## config.mk

```make
export PLATFORM = sky130hd
export DESIGN_NAME = axis_tx_gearbox
export DESIGN_NICKNAME = d
export VERILOG_FILES = /design/src/rtl/axis_tx_gearbox.sv
export SDC_FILE = /design/constraint.sdc
export NUM_CORES = 1
export LEC_CHECK = 0
export CORE_MARGIN = 2
export CORE_UTILIZATION = 52
export CTS_CLUSTER_SIZE = 8
export DETAILED_ROUTE_END_ITERATION = 12
export PLACE_DENSITY_LB_ADDON = 0.25
export SLEW_MARGIN = 20
export SYNTH_ARGS = -nofsm -noshare
export SYNTH_HDL_FRONTEND = slang
export SYNTH_SLANG_ARGS = --single-unit
```

## constraint.sdc

```tcl
create_clock -name clk -period 3.7 [get_ports clk]
set_input_delay 1.11 -clock clk [delete_from_list [all_inputs] [get_ports clk]]
set_output_delay 1.11 -clock clk [all_outputs]
set_load 0.02 [all_outputs]
```

## src/rtl/axis_tx_gearbox.sv

```systemverilog
// axis_tx_gearbox: splits full-width AXIS words into LSB-first slices
// for the serializer and counts input underruns.
module axis_tx_gearbox #(
  parameter int IN_WIDTH  = 32,
  parameter int OUT_WIDTH = 8
) (
  input  logic                 clk,
  input  logic                 rst,
  input  logic [IN_WIDTH-1:0]  tdata_in,
  input  logic                 tvalid_in,
  output logic                 tready_in,
  output logic [OUT_WIDTH-1:0] tdata_out,
  output logic                 tvalid_out,
  input  logic                 tready_out,
  input  logic                 clear_counters,
  output logic                 underrun,
  output logic [15:0]          underrun_count
);

  localparam int RATIO = IN_WIDTH / OUT_WIDTH;
  localparam int IDXW  = (RATIO > 1) ? $clog2(RATIO) : 1;
  localparam logic [IDXW-1:0] LAST = IDXW'(RATIO - 1);

  generate
    if (RATIO < 2 || (IN_WIDTH % OUT_WIDTH) != 0) begin : g_bad_ratio
      $error("axis_tx_gearbox: IN_WIDTH must be >= 2x and a multiple of OUT_WIDTH");
    end
  endgenerate

  logic [IN_WIDTH-1:0] word_reg;
  logic [IDXW-1:0]     idx;
  logic                loaded;
  logic [15:0]         count_q;
  logic                last_accept;
  logic                load;
  logic                under_ev;

  // Handshake decode: the final slice leaving frees the word register.
  always_comb begin
    last_accept = loaded && tready_out && (idx == LAST);
    tready_in   = !rst && (!loaded || last_accept);
    load        = tvalid_in && tready_in;
    under_ev    = last_accept && !tvalid_in;
  end

  assign tdata_out      = word_reg[int'(idx) * OUT_WIDTH +: OUT_WIDTH];
  assign tvalid_out     = loaded;
  assign underrun_count = count_q;

  // Word register, slice index and loaded flag.
  always_ff @(posedge clk) begin
    if (rst) begin
      word_reg <= '0;
      idx      <= '0;
      loaded   <= 1'b0;
    end else if (load) begin
      word_reg <= tdata_in;
      idx      <= '0;
      loaded   <= 1'b1;
    end else if (last_accept) begin
      idx      <= '0;
      loaded   <= 1'b0;
    end else if (loaded && tready_out) begin
      idx      <= idx + 1'b1;
    end
  end

  // Underrun pulse and saturating event counter; clear beats increment.
  always_ff @(posedge clk) begin
    if (rst) begin
      underrun <= 1'b0;
      count_q  <= '0;
    end else begin
      underrun <= under_ev;
      if (clear_counters)
        count_q <= '0;
      else if (under_ev && count_q != 16'hFFFF)
        count_q <= count_q + 16'd1;
    end
  end

endmodule

```

Word level (Yosys, flattened, before mapping)

Cells that the tools add are included.

Input bits: 37
Flip-flop bits (word level): 52
Word-level logic and storage cells: 25
Output and inout port bits: 27

Mux-type cells: 2
Shift-type cells: 1
Eq/ne operators: 2
Add/sub/neg operators: 2
Reduce and logical (&&, ||, !) cells: 13

Operators by type and width:

| cell                  | number |
|---|---|
| $shiftx 32x6->8       | 1 |
| $add 16x1->16 const B | 1 |
| $ne 16x16->1 const B  | 1 |
| $logic_and 1x1->1     | 6 |
| $logic_not 1->1       | 3 |
| $reduce_or 3->1       | 1 |
| $add 2x1->2 const B   | 1 |
| $eq 2x2->1 const B    | 1 |
| $mux 1                | 2 |
| $reduce_bool 2->1     | 1 |
| $reduce_or 2->1       | 1 |
| $logic_or 1x1->1      | 1 |

Logic depth before layout (Yosys ltp)

Gate-level depths: netlist of the first run.

Depth after elaboration: 6
Depth in mapped cells: 6
Mapped depth without buffers: 5

Worst setup path before layout of the first run

OpenSTA, ideal clock, no wires.

Path type: input-to-output
Start: input rst
End: output tready_in
Buffers on the path: 2
Arrival: 1.976 ns
Stages on the path: 3
Setup slack: 0.614 ns
Data required time: 2.590 ns
Cell sequence: clkbuf_1 -> nor2_1 -> clkbuf_1

Cells in the longest elaborated chain, start to end: 2

Ends and longest elaborated chain:

| element            | line | text |
|---|---|---|
| start: declaration | 8    | `input logic rst,` |
| $logic_not 1->1    | 41   | `tready_in = !rst && (!loaded \|\| last_accept);` |
| $logic_and 1x1->1  | 41   |  |
| end: declaration   | 11   | `output logic tready_in,` |

Every way passes these cells.

Final worst setup path of the first run

Start: input tready_out
End: output tready_in

Cells in the longest elaborated chain, start to end: 4

Ends and longest elaborated chain:

| element                        | line | text |
|---|---|---|
| start: declaration             | 14   | `input logic tready_out,` |
| $logic_and 1x1->1 (2 in a row) | 40   | `last_accept = loaded && tready_out && (idx == LAST);` |
| $logic_or 1x1->1               | 41   |  |
| $logic_and 1x1->1              | 41   |  |

Every way passes these cells.

==> results.md, run 1 <==
- Status: complete, no violations
- Largest net degree at the start of global routing: 38
- Root Buffer: clkbuf_8
- CTS Hold Bufs: 0
- R2r setup slk: approximately 1600 ps
- Worst-path maximum fanout: 3
- FF-to-FF path depth: 6
- Worst-path clk slew: 90 ps
- Arr. time, crit path: 2530 ps
- Starting Density: 0.544
- Final HPWL DP: a little under 4000 um
- Total gr overflow: 0
- Clock sink total: 52
- Slew of the pin with the lowest slew margin: approximately 370 ps
- Die Ht: 72.0 um
- Slew HR: 0.753
- H-tree depth: 2
- Max-slew violations: 0
- Clock Path Buffers: 2
- Antenna diodes: 0
- Share of layout cells above drive strength 1: 0.0906
- First-pass GRT wire length: slightly below 10000 um
- Largest register FFs: 32
- Number of global-route vias before repair: slightly above 2000
- Final worst path period need: 3640 ps
- Ports: between 60 and 70
- Cell mode on critical path: clkdlybuf4s50_1
- EDFF count, synth: 0
- Post-Syn Nets: ~310
- Worst VDD drop: 0.225 mV
- Yosys warnings: 0
- Full die area: approximately 5200 um^2
- Fmax achieved: around 270 MHz
- Final Cycle Share: 0.984
- Max-cap violations: 0
- CP Cell Sequence: clkdlybuf4s50_1 -> a21boi_0 -> nor2_2 -> clkdlybuf4s50_1
- RSZ-0062 raised after global routing: no
- Nature of the critical path startpoint: primary input
- TritonCTS Buffers: 5
- Reg power frac: 0.568
- Setup Skew: approximately 5.2 ps
- Final setup viols: 0
- Ys async rst share: 0
- CTS resizes: 0
- Critical path class: primary input to output pin
- Post-route ant nets: 0
- Worst skew pair latency: 300 ps
- FP Rows: 24
- Core area: 4410 um^2
- Combinational share of power: 0.142
- DRT Wirelength: ~5700 um
- Yosys cell types: 41
- CTS tree: built
- Hold WS: between 400 and 500 ps
- Int Power: 0.000793 W
- Final Cell Area: between 3000 and 4000 um^2
- Die X: a little over 70 um
- Via density: roughly 5.9
- DRT iter0 DRCs: between 100 and 150
- Post-synthesis sequential area ratio: 0.434
- Crit. End Element: output pin
- P per Cell Area: 336 nW/um^2
- GRT Total Usage: 0.233
- Slowest stage cell, crit path: clkdlybuf4s50_1
- DRC: 0
- Final RePlAce weighted congestion: 0.796
- Switching part of the total power: 0.247
- Final net count: 370
- Initial antenna violation count: 0
- Primary FF master, synth: dfxtp_1
- Hold/Removal Path Class: flip-flop to flip-flop
- Req. time, crit path: about 2600 ps
- Net Switching: ~0.00026 W
- Synthesis-to-layout area growth: 30.5%
- Leak Pwr: around 1.2 nW
- Pre-Repair DR Iteration Count: 4
- Placed Area: slightly above 3000 um^2
- Final-report hold violation count: 0
- Register bit total from synthesis: 52
- Port bufs: 63
- Mapped cell area: between 2000 and 2500 um^2
- Via count: 2242
- Routed length per instance: approximately 15 um
- Setup tns final: 0 ps
- Gate Count Post-Synth: 274
- Worst path max stage delay: about 550 ps
- Syn Area/Cell: 8.76 um^2
- Clk pwr share: 0.291
- Hold Path Depth: 2
- Post CTS Setup Buffer Count: 0
[cells by family after synthesis]
group                    synth area share
multiplexers                       0.0797
adder cells (fa/ha/maj)            0.0104
AO/OA/AOI/OAI                      0.0964
XOR/XNOR                          0.00365
AND/OR/NAND/NOR                     0.330
buffers and inverters              0.0459
flip-flops                          0.434
[metrics by stage]
stage	std cells	utilization	power (W)	setup WS [ps]
2_1_floorplan	274	-	0.000684	614
3_3_place_gp	376	0.692	0.000757	60.2
3_5_place_dp	376	0.692	0.000760	59.4
4_1_cts	383	0.710	0.00106	53.5
5_1_grt	383	0.710	0.00110	5.56
6_report	383	0.710	0.00105	57.4
[critical path, delay by kind of cell]
kind,cells,cell delay (ps)
AO/OA/AOI/OAI,1,350
buffers and inverters,2,990
AND/OR/NAND/NOR,1,80
[worst paths after layout]
path,startpoint,to
max reg2reg,idx[0]$_SDFFE_PP0P_,underrun_count[15]$_SDFFE_PP0P_
max,tready_out,tready_in
min,word_reg[24]$_SDFFE_PP0P_,word_reg[24]$_SDFFE_PP0P_
min reg2reg,word_reg[24]$_SDFFE_PP0P_,word_reg[24]$_SDFFE_PP0P_
[cells in the final DEF, fill, tap and decap left out, types with 6 or more instances in the layout]
cell / netlist / layout
nor2_1: 9 / 8
nand3_1: 66 / 66
nand4_1: 7 / 7
clkdlybuf4s50_1: 0 / 63
o31ai_1: 6 / 6
a21oi_1: 12 / 12
mux4_2: 8 / 8
dfxtp_1: 52 / 52
nand2_1: 41 / 41
buf_4: 1 / 8
[power groups by stage]
stage / sequential (W) / clock (W) / combinational, W
after global placement: 0.000610 / 0 / 0.000147
after global routing: 0.000602 / 0.000336 / 0.000162
after detailed placement: 0.000611 / 0 / 0.000149
final: 0.000599 / 0.000306 / 0.000149
after CTS: 0.000598 / 0.000317 / 0.000150
after floorplan: 0.000608 / 0 / 0.0000760
[Yosys cell counts (2+ instances only)]
cell      number  area share
a21oi_1       12       0.025
and3_1         3      0.0078
and4_1         4       0.015
and4_4         3       0.014
buf_6          3       0.014
clkbuf_1      16       0.025
dfxtp_1       52        0.43
ha_1           2       0.010
mux4_2         8       0.075
nand2_1       41       0.064
nand3_1       66        0.14
nand4_1        7       0.018
nor2_1         9       0.014
nor3b_1        2      0.0063
o21a_1         3      0.0094
o21ai_0        4      0.0083
o311ai_0       2      0.0073
o31ai_1        6       0.019
o41ai_1        2      0.0073
or3_1          4       0.010
or4_1          5       0.016
[area by class of cell]
cell class / instances / area [um^2]
clock buffers: 5 / 68.8
clock inverters: 2 / 12.5
fillers: 372 / 1280
inverters: 1 / 3.75
multi-input cells: 200 / 1250
flip-flops and latches: 52 / 1040
well taps: 52 / 65.1
repair buffers: 71 / 691
[routing by layer]
layer / GRT usage / vias up / part of all wire
met3: 0.0514 / 8 / 0.056
li1: - / 1134 / -
met1: 0.322 / 1036 / 0.47
met2: 0.369 / 64 / 0.46
met4: 0.0713 / 0 / 0.015
met5: 0 / - / 0
No activity file was read; power rests on OpenSTA's default activity.
==> run 2, diff against run 1 <==
- GPL_ROUTABILITY_DRIVEN: unset -> 1
- GPL_TIMING_DRIVEN: unset -> 1
==> results of run 2 <==
Final layout, timing and power as in run 1 (identical DEF).
